<file path="config.mk">
export PLATFORM = sky130hd
export DESIGN_NAME = trigger_capture
export DESIGN_NICKNAME = d
export VERILOG_FILES = /design/src/rtl/trigger_capture.sv
export SDC_FILE = /design/constraint.sdc
export NUM_CORES = 1
export LEC_CHECK = 0
export BUFFER_PORTS_ARGS = -buffer_cell sky130_fd_sc_hd__buf_2
export CORE_UTILIZATION = 50
export CTS_CLUSTER_DIAMETER = 50
export CTS_CLUSTER_SIZE = 25
export DETAILED_ROUTE_END_ITERATION = 10
export HOLD_SLACK_MARGIN = 0.02
export PLACE_DENSITY = 0.76
export SYNTH_ARGS = -nofsm -noshare
export SYNTH_HDL_FRONTEND = slang
export SYNTH_SLANG_ARGS = --single-unit
</file>
<file path="constraint.sdc">
create_clock -name clock -period 2.6 [get_ports clock]
set_input_delay 0.52 -clock clock [delete_from_list [all_inputs] [get_ports clock]]
set_output_delay 0.52 -clock clock [all_outputs]
set_load 0.02 [all_outputs]
</file>
<file path="src/rtl/trigger_capture.sv">
// trigger_capture: edge/auto-triggered frame capture into a sample buffer; TRIGGER_HYSTERESIS_EN enables trigger arming hysteresis
module trigger_capture #(
  parameter int DATA_W       = 12,
  parameter int ADDR_W       = 11,
  parameter int DEPTH        = 640,
  parameter int AUTO_TIMEOUT = 4096,
  parameter int HYST         = 8
) (
  input  logic              clock,
  input  logic              reset,
  input  logic              sample_en,
  input  logic [DATA_W-1:0] data,
  input  logic [DATA_W-1:0] threshold,
  input  logic              edge_sel,
  input  logic              auto_mode,
  input  logic              hold,
  output logic              wr_en,
  output logic [ADDR_W-1:0] wr_addr,
  output logic [DATA_W-1:0] wr_data,
  output logic              frame_done,
  output logic              triggered,
  output logic [1:0]        state
);
  typedef enum logic [1:0] {IDLE, ARMED, CAPTURE, DONE} state_t;
  localparam int CW = $clog2(AUTO_TIMEOUT + 1);
  localparam logic [CW-1:0] TO_LAST = CW'(AUTO_TIMEOUT - 1);
  localparam logic [ADDR_W-1:0] LAST = ADDR_W'(DEPTH - 1);
  state_t st;
  logic [DATA_W-1:0] prev;
  logic prev_valid;
  logic [CW-1:0] cnt;
  logic rise_ok, fall_ok, rise, fall, hit, timeout;
`ifdef TRIGGER_HYSTERESIS_EN
  logic arm_r, arm_f;
  logic [DATA_W:0] lo_diff, hi_sum;
  logic [DATA_W-1:0] lo, hi;
  assign lo_diff = {1'b0, threshold} - (DATA_W+1)'(HYST);
  assign hi_sum  = {1'b0, threshold} + (DATA_W+1)'(HYST);
  assign lo = lo_diff[DATA_W] ? '0 : lo_diff[DATA_W-1:0];
  assign hi = hi_sum[DATA_W] ? '1 : hi_sum[DATA_W-1:0];
  assign rise_ok = arm_r;
  assign fall_ok = arm_f;
  // Arming flags only accumulate while ARMED, so every arming restarts them
  always_ff @(posedge clock) begin
    if (reset || st != ARMED) begin
      arm_r <= 1'b0;
      arm_f <= 1'b0;
    end else if (sample_en) begin
      arm_r <= arm_r | (data < lo);
      arm_f <= arm_f | (data > hi);
    end
  end
`else
  assign rise_ok = 1'b1;
  assign fall_ok = 1'b1;
`endif
  assign rise    = prev_valid && rise_ok && prev < threshold && data >= threshold;
  assign fall    = prev_valid && fall_ok && prev > threshold && data <= threshold;
  assign hit     = edge_sel ? fall : rise;
  assign timeout = auto_mode && cnt == TO_LAST;
  assign state   = st;
  always_ff @(posedge clock) begin
    if (reset) begin
      st         <= IDLE;
      wr_en      <= 1'b0;
      wr_addr    <= '0;
      wr_data    <= '0;
      frame_done <= 1'b0;
      triggered  <= 1'b0;
      prev       <= '0;
      prev_valid <= 1'b0;
      cnt        <= '0;
    end else begin
      wr_en      <= 1'b0;
      frame_done <= 1'b0;
      case (st)
        IDLE: if (!hold) begin
          st         <= ARMED;
          prev_valid <= 1'b0;
          cnt        <= '0;
        end
        ARMED: begin
          cnt <= !auto_mode ? '0 : sample_en ? cnt + 1'b1 : cnt;
          if (hold) st <= IDLE;
          else if (sample_en) begin
            prev       <= data;
            prev_valid <= 1'b1;
            if (hit || timeout) begin
              st        <= (DEPTH == 1) ? DONE : CAPTURE;
              triggered <= hit;
              wr_en     <= 1'b1;
              wr_addr   <= '0;
              wr_data   <= data;
            end
          end
        end
        CAPTURE: if (sample_en) begin
          wr_en   <= 1'b1;
          wr_addr <= wr_addr + 1'b1;
          wr_data <= data;
          if (wr_addr + 1'b1 == LAST) st <= DONE;
        end
        DONE: begin
          frame_done <= 1'b1;
          st         <= hold ? IDLE : ARMED;
          prev_valid <= 1'b0;
          cnt        <= '0;
        end
      endcase
    end
  end
endmodule

</file>
Word level (Yosys, flattened, before mapping)

Index checks and enable logic that the tools add are counted.

Add/subtract/negate cells: 2
$lt $le $gt $ge: 4
Eq/ne operators: 14
Mux-type cells: 33
Bitwise operators: 1
Reductions and logical operators: 15

Operators by type and width:

| kind                                                              | count |
|---|---|
| 12-bit 2-to-1 mux                                                 | 4 |
| 11-bit 2-to-1 mux                                                 | 4 |
| 13-bit 2-to-1 mux                                                 | 3 |
| 13-bit one-hot mux with 3 select lines                            | 1 |
| 12-bit one-hot mux with 2 select lines                            | 1 |
| 11-bit one-hot mux with 2 select lines                            | 1 |
| 13-bit by 1-bit adder with 13-bit output, second input constant   | 1 |
| 13-bit by 12-bit == test with 1-bit output, second input constant | 1 |
| 12-bit >= comparator                                              | 1 |
| 12-bit > comparator                                               | 1 |
| 12-bit less-or-equal comparator                                   | 1 |
| 12-bit < comparator                                               | 1 |
| 2-bit 2-to-1 mux                                                  | 6 |
| 2-bit != test, second input constant                              | 6 |
| 11-bit by 1-bit adder with 11-bit output, second input constant   | 1 |
| 11-bit by 10-bit == test with 1-bit output, second input constant | 1 |
| 1-bit 2-to-1 mux                                                  | 10 |
| 5-bit AND reduction                                               | 2 |
| 3-bit != test, second input constant                              | 3 |
| 2-bit one-hot mux with 4 select lines                             | 1 |
| 4-bit AND reduction                                               | 2 |
| 3-bit AND reduction                                               | 2 |
| 1-bit logical AND                                                 | 5 |
| 2-bit == test, second input constant                              | 2 |
| other kinds (8)                                                   | 8 |

Register bits after elaboration: 54
Bits of input ports: 30
Output and inout port bits: 28

Depth between registers and ports, before layout

Gate-level depths: netlist (run 1).

Depth in word-level cells: 9
Mapped depth: 12

Worst setup path before layout (run 1)

OpenSTA, ideal clock, no wires.

Path type: input-to-reg
Start: in threshold[5]
End: reg wr_data[1]
Data arrival time: 2.660 ns
Required time: 2.484 ns
Path slack: -0.176 ns
Stages: 12
Cells stage by stage: inv_1 > ha_1 > a21o_1 > a221o_1 > a221oi_2 > a21oi_2 > o2bb2ai_4 > o21ai_4 > and2_1 > buf_4 > buf_6 > a31o_2

Word-level cells in the longest chain between the ends: 7
Elaborated cells on any way between the ends: 12
Those cells by class: 4 x order compare; 1 x eq/ne; 1 x mux; 6 x reduce/logical

Ends and longest elaborated chain:

| element                                                           | RTL line | text |
|---|---|---|
| from (decl)                                                       | 13       | `input logic [DATA_W-1:0] threshold,` |
| 12-bit < comparator / 12-bit > comparator (equally long branches) | 57, 58   |  |
| 1-bit logical AND (on tied branches) (2 in series)                | 57, 58   |  |
| 1-bit 2-to-1 mux (*)                                              | 59       | `assign hit = edge_sel ? fall : rise;` |
| 1-bit logical OR (*)                                              | 88       | `if (hit \|\| timeout) begin` |
| 2-bit != test (no source line) (*)                                | --       |  |
| 5-bit AND reduction (no source line) (*)                          | --       |  |
| to (signal assigned)                                              | 93       | `wr_data <= data;` |
| to (signal assigned)                                              | 100      | `wr_data <= data;` |
| to (decl)                                                         | 19       | `output logic [DATA_W-1:0] wr_data,` |

Mark *: on every way between the ends. The rest lies on a longest branch, timed or not.
A chain may end at the register's enable or synchronous reset.

Worst setup path after layout (run 1)

Start: in threshold[6]
End: reg wr_addr[6]

Word-level cells in the longest chain between the ends: 7
Elaborated cells on any way between the ends: 12
Those cells by class: 4 x order compare; 1 x eq/ne; 1 x mux; 6 x reduce/logical

Ends and longest elaborated chain:

| element                                                           | RTL line | text |
|---|---|---|
| 12-bit < comparator / 12-bit > comparator (equally long branches) | 57, 58   |  |
| 1-bit logical AND (on tied branches) (2 in series)                | 57, 58   |  |
| 1-bit 2-to-1 mux (*)                                              | 59       |  |
| 1-bit logical OR (*)                                              | 88       |  |
| 2-bit != test (no source line) (*)                                | --       |  |
| 5-bit AND reduction (no source line) (*)                          | --       |  |
| to (signal assigned)                                              | 99       | `wr_addr <= wr_addr + 1'b1;` |
| to (decl)                                                         | 18       | `output logic [ADDR_W-1:0] wr_addr,` |

Marks and branches as above.

==> impl_metrics.py, run 1 <==
metrics = {
    "outcome": {
        "status": "complete, but fails checks",
        "violations": "negative setup slack",
    },
    "synth": {
        "netlist.area_leader.share_pct": 34.2,
        "synthArstFlopShare_pct": 0,
        "avgSynthCellArea_um2": 8.18,
        "ys_warn_count": 0,
        "ys_ff_latch": 54,
        "synth.net_count": 449,
        "synth_cells": 387,
        "yosysSeqAreaShare_pct": 34.2,
        "synth_edf_count": 0,
        "yosysTopAreaCell": "dfxtp_1",
        "synth_area_leaders": "dfxtp_1 34%, ha_1 13%, nand2_1 7.6%, a21oi_1 7.1%, a31o_2 3.0%",
        "synth_ff_type": "dfxtp_1",
        "synthDistinctLibCells": 51,
        "syn_area_mm2": 0.00316,
    },
    "detailed_routing": {
        "first_pass_iters": 4,
        "vias_per_cell": 5.65,
        "wire_per_inst_um": 14.8,
        "drc": 0,
        "final_antenna_net_count": 0,
        "routed_wl_um": 8120,
        "drt-initial-drc-count": 151,
        "vias": 3094,
    },
    "clock_tree": {
        "root_buffer": "clkbuf_8",
        "cts_buffers": 5,
        "cts_sinks": 54,
        "path_clk_slew_ns": 0.09,
        "clock_latency_ns": 0.30,
        "clockBufferDepth": 2,
        "cts_htree_levels": 2,
        "cts_tree": "built",
        "cts_hold_buf": 0,
    },
    "die": {
        "start_util_pct": 52.5,
        "ios": 58,
        "rows": 28,
        "die_area_mm2": 0.00665,
        "die_h_um": 81.6,
        "die_w_um": 81.6,
        "core_mm2": 0.00603,
    },
    "sta": {
        "period_needed_ns": 2.63,
        "post-route-period-util_pct": 101,
        "hold_ws_ns": 0.461,
        "hold_viol": 0,
        "tightest_slew_ns": 0.469,
        "fmax_mhz": 380,
        "rsz0062_at_grt": "yes",
        "slew_headroom_pct": 67.9,
        "setup_viol": 3,
        "slew_violations": 0,
        "layout_setup_ws_ns": -0.0306,
        "fin_skew_ns": 0.00356,
    },
    "worst_setup_path": {
        "worstSetupPathType": "in2reg",
        "worstPathArrival_ns": 2.87,
        "endpoint_kind": "flop",
        "rrSetupSlack_ns": 0.04,
        "path_max_fanout": 6,
        "critPathRequiredTime_ns": 2.84,
        "cp-start-kind": "input pin",
    },
    "grt": {
        "grt-ovfl-total": 0,
        "grt_max_degree": 20,
        "grt_pass1_wl_um": 13000,
        "grt_pass1_vias": 2963,
        "grt_use_total_pct": 24.8,
        "antenna_found_initial": 0,
    },
    "finish": {
        "layout-drive-gt1-share_pct": 32.3,
        "antennaDiodeCount": 0,
        "area_growth_pct": 30.9,
        "final_cells": 548,
        "postLayoutCoreUtil_pct": 68.7,
        "fin_nets": 534,
        "final_cell_mix": "64 x nand2_1, 54 x dfxtp_1, 53 x buf_2",
        "mostFrequentLayoutCell": "nand2_1",
        "fin_area_mm2": 0.00414,
    },
    "power_and_ir_drop": {
        "power_density_mw_per_mm2": 392,
        "p_leak_uw": 0.00179,
        "vdd_drop_max_uv": 340,
        "power_uw": 1630,
    },
    "job": {
        "max-cap-violations": 0,
    },
    "placement": {
        "portBuffers": 57,
        "placed_area_mm2": 0.00383,
        "hpwl_um": 5880,
        "dp.cells": 534,
        "gp_congestion": 0.843,
    },
    "min_path": {
        "holdCritPathClass": "in2reg",
    },
}
## layer usage
layer  share of wire, %  up-vias  global-route usage, %
li1                   -     1559                      -
met1                 46     1451                   30.7
met2                 49       76                   43.2
met3                4.3        8                   4.44
met4               0.91        0                   8.21
met5                  0        -                      0
## state kept, by name (all words and copies together), names as in the netlist, named ones only
register    flops
cnt            13
prev           12
wr_data        12
wr_addr        11
frame_done      1
prev_valid      1
state           1
triggered       1
wr_en           1
## power by group
group | leakage [uW] | internal (uW) | switching (uW)
Sequential | 0.000436 | 838 | 9.65
Clock | 0.0000482 | 216 | 272
Combinational | 0.00130 | 128 | 162
## layout make-up
type	count	area, um2
fillers	495	1880
well taps	75	93.8
repair buffers	93	608
flip-flops and latches	54	1080
multi-input cells	295	2160
clock buffers	7	86.3
clock inverters	1	5.00
inverters	23	106
## what timing repair did
| item | in CTS | in global routing |
|---|---|---|
| endpoints found under the hold margin | 0 | 0 |
| gates resized for setup | 4 | 33 |
| setup buffers | 0 | 4 |
| pin swaps | 1 | 11 |
| gates cloned | 1 | 1 |
| endpoints found under the setup margin | 11 | 27 |
## path summary, 6_finish.rpt
path	from	to	cells past startpoint
max reg2reg	prev[10]	wr_addr[6]	9
min reg2reg	prev[0]	prev[0]	2
max	threshold[6]	wr_addr[6]	11
min	data[0]	prev[0]	3
## synthesized netlist by cell type (all sizes together) (3+ instances only)
library cell and instances:
a21oi 46, dfxtp 54, o21ai 19, nor2 19, and2 3, xor2 10
a21o 5, ha 32, clkbuf 13, o31ai 3, a31o 12, nor2b 4
nand4 15, nand3 12, buf 4, o41ai 3, nor3 5, o211ai 5
or3 7, inv 23, nand2 65
## critical path: stages
cell,delay (ns)
buf_8,0.11
inv_12,0.04
ha_4,0.18
and2_4,0.15
a221o_1,0.33
a221oi_2,0.33
a21oi_2,0.11
o2bb2ai_4,0.32
o211ai_4,0.14
or4_4,0.51
a21oi_2,0.13
## cell families (layout without fill, tap and decap cells)
group | Yosys count | count (layout) | share of synthesized area [%]
and+or+nand+nor | 144 | 145 | 21.8
muxes | 2 | 2 | 0.633
buffers and inverters | 40 | 124 | 5.26
DFF | 54 | 54 | 34.2
adders and majority gates | 32 | 32 | 12.7
AOI/OAI and AO/OA | 103 | 104 | 22.1
xor gates and xnor gates | 12 | 12 | 3.32
## per-stage QoR
step | worst slack (ns) | TNS [ns]
final | -0.0306 | -0.0419
after global routing | -0.105 | -1.03
after CTS | 0.0240 | 0
after detailed placement | -0.418 | -8.19
after global placement | -0.376 | -6.98
after floorplan | -0.0371 | -0.323
Power figures use the tool's default switching activity.
==> inputs of run 2 (changes only) <==
--- a/config.mk
+++ b/config.mk
@@ -5,13 +5,14 @@
 export SDC_FILE = /design/constraint.sdc
 export NUM_CORES = 1
 export LEC_CHECK = 0
+export ABC_AREA = 1
 export BUFFER_PORTS_ARGS = -buffer_cell sky130_fd_sc_hd__buf_2
-export CORE_UTILIZATION = 50
+export CORE_UTILIZATION = 51
 export CTS_CLUSTER_DIAMETER = 50
 export CTS_CLUSTER_SIZE = 25
 export DETAILED_ROUTE_END_ITERATION = 10
 export HOLD_SLACK_MARGIN = 0.02
-export PLACE_DENSITY = 0.76
+export PLACE_DENSITY = 0.77
 export SYNTH_ARGS = -nofsm -noshare
 export SYNTH_HDL_FRONTEND = slang
 export SYNTH_SLANG_ARGS = --single-unit
==> impl_metrics.py, run 2 <==
metrics = {
    "synth": {
        "netlist.area_leader.share_pct": 33.0,
        "ys_warn_count": 0,
        "yosysMostFrequentCell": "nand2_1",
        "synthArstFlopShare_pct": 0,
        "yosysTopAreaCell": "dfxtp_1",
        "synth_edf_count": 0,
        "syn_area_mm2": 0.00328,
        "synth_ff_type": "dfxtp_1",
        "ys_top_cells_by_count": "95 x nand2_1, 64 x nor2_1, 54 x dfxtp_1",
        "synthDistinctLibCells": 32,
        "synth_area_leaders": "dfxtp_1 33%, ha_1 12%, nand2_1 11%, nor2_1 7.3%, a21oi_1 6.1%",
        "synth_cells": 466,
        "yosysSeqAreaShare_pct": 33.0,
        "synth.net_count": 528,
        "avgSynthCellArea_um2": 7.03,
        "ys_ff_latch": 54,
    },
    "job": {
        "max-cap-violations": 0,
    },
    "min_path": {
        "worstHoldStart": "wr_data[4]",
        "holdCritPathClass": "reg2reg",
    },
    "worst_setup_path": {
        "endpoint_kind": "flop",
        "worstSetupPathType": "reg2reg",
        "critPathRequiredTime_ns": 2.82,
        "setup.worst_path.start": "state[0]",
        "worstReg2RegStart": "state[0]",
        "path_max_fanout": 9,
        "worstPathArrival_ns": 2.42,
        "cp-start-kind": "flop",
    },
    "sta": {
        "slew_violations": 0,
        "setup_tns_ns": 0,
        "setup_viol": 0,
        "rsz0062_at_grt": "no",
        "hold_viol": 0,
        "fin_skew_ns": 0.00439,
        "slew_headroom_pct": 75.9,
        "post-route-period-util_pct": 84.7,
        "fmax_mhz": 454,
        "period_needed_ns": 2.20,
        "tightest_slew_ns": 0.361,
    },
    "finish": {
        "largest_reg_flops": 13,
        "area_growth_pct": 14.4,
        "largestRegisters": "cnt x13, prev x12, wr_data x12",
        "fin_nets": 586,
        "fillCellCount": 597,
        "layout-drive-gt1-share_pct": 19.4,
        "antennaDiodeCount": 0,
        "final_cell_mix": "95 x nand2_1, 64 x nor2_1, 57 x buf_2",
        "regArea_mm2": 0.00108,
        "fin_area_mm2": 0.00375,
        "mostFrequentLayoutCell": "nand2_1",
        "multi_input_area_mm2": 0.00192,
        "max_flop_register": "cnt",
    },
    "clock_tree": {
        "cts_buffers": 5,
        "root_buffer": "clkbuf_8",
        "cts_htree_levels": 2,
        "path_clk_slew_ns": 0.10,
        "clock_latency_ns": 0.30,
        "cts_sinks": 54,
        "cts_tree": "built",
        "post_cts_resized": 0,
        "post-cts-setup-buffers": 0,
        "clockBufferDepth": 2,
        "cts_hold_buf": 0,
    },
    "grt": {
        "grt_pass1_vias": 3036,
        "grt_pass1_wl_um": 13100,
        "grt-ovfl-total": 0,
        "grt_max_degree": 25,
        "grt_use_total_pct": 24.8,
        "antenna_found_initial": 0,
    },
    "power_and_ir_drop": {
        "power_density_mw_per_mm2": 828,
        "clkPwrFrac_pct": 18.0,
        "comb_power_share_pct": 45.2,
        "p_leak_uw": 0.00177,
        "pwr-share-seq_pct": 36.8,
        "power_switching_uw": 1350,
        "switching_share_pct": 43.4,
        "vdd_drop_max_uv": 553,
        "p_int_uw": 1760,
    },
    "detailed_routing": {
        "vias": 3145,
        "first_pass_iters": 4,
        "drt-initial-drc-count": 134,
        "wire_per_inst_um": 12.6,
        "final_antenna_net_count": 0,
        "vias_per_cell": 5.24,
        "drc": 0,
        "routed_wl_um": 7580,
    },
    "die": {
        "rows": 28,
        "ios": 58,
        "die_w_um": 82.2,
        "core_mm2": 0.00606,
        "die_h_um": 82.2,
        "die_area_mm2": 0.00675,
        "start_util_pct": 54.1,
    },
    "placement": {
        "placed_area_mm2": 0.00364,
        "hpwl_um": 5720,
        "gp_congestion": 0.837,
        "portBuffers": 57,
    },
    "outcome": {
        "status": "finished, final reports clean",
    },
}
==> run 2: changes by cell type in the layout (fill, tap and decap cells not counted), sizes merged, moves of 12 or more <==
cell   previous run  this run
buf              93        63
nand2            65       107
nand3            12        26
nor2             19        67
a31o             12         0
inv              23        52
==> run 2: power by group through the flow <==
stage                     clock network [uW]  registers (uW)  logic (uW)
final                                    559            1140        1400
after global placement                     0            1150        1350
after global routing                     600            1160        1580
after detailed placement                   0            1160        1390
after floorplan                            0            1270         910
after CTS                                568            1140        1400
==> run 2: path summary, 6_finish.rpt <==
| kind | to | slack [ns] | cells after the start |
|---|---|---|---|
| worst max register to register | cnt[10] | 0.40 | 9 |
| worst min-delay path | wr_data[4] | 0.47 | 2 |
| worst min register to register | wr_data[4] | 0.47 | 2 |
| worst max-delay path | cnt[10] | 0.40 | 9 |
==> run 2: cell type report <==
type | instances | share of cell area, %
Multi-Input combinational cell | 346 | 51.2
Sequential cell | 54 | 28.8
Timing Repair Buffer | 63 | 9.14
Inverter | 54 | 5.41
Tap cell | 75 | 2.50
Clock buffer | 5 | 1.84
Clock inverter | 3 | 1.07
==> run 2: cells by family after synthesis <==
logic type | Yosys count | synth area share (%)
flip-flops | 54 | 33.0
XOR/XNOR | 4 | 1.07
AO/OA/AOI/OAI | 87 | 15.6
AND/OR/NAND/NOR | 223 | 29.7
buffers and inverters | 66 | 8.40
adder cells (fa/ha/maj) | 32 | 12.2
==> run 2: routing by layer <==
layer,global-route usage [%],wire length [um]
met3,4.18,280
met2,44.0,3680
met4,10.7,180
met1,29.3,3440
met5,0,0
==> run 2: critical path: stages, from the launching register on <==
cell and delay, ns:
dfxtp_1 0.47, inv_1 0.16, ha_1 0.32, nor2_1 0.24, o21ai_2 0.16, clkinv_1 0.20
nand2_1 0.07, nor2_1 0.22, a21oi_1 0.11, a211oi_1 0.18
==> run 2: metrics by stage <==
step | hold slack (ns) | total power, uW | util, % | std cells | setup WS, ns
2_1_floorplan | 0.445 | 2180 | - | 466 | 0.480
3_3_place_gp | 0.448 | 2500 | 60.1 | 592 | 0.288
3_5_place_dp | 0.450 | 2550 | 60.1 | 592 | 0.158
4_1_cts | 0.465 | 3110 | 61.9 | 600 | 0.411
5_1_grt | 0.490 | 3340 | 61.9 | 600 | 0.152
6_report | 0.466 | 3100 | 61.9 | 600 | 0.399
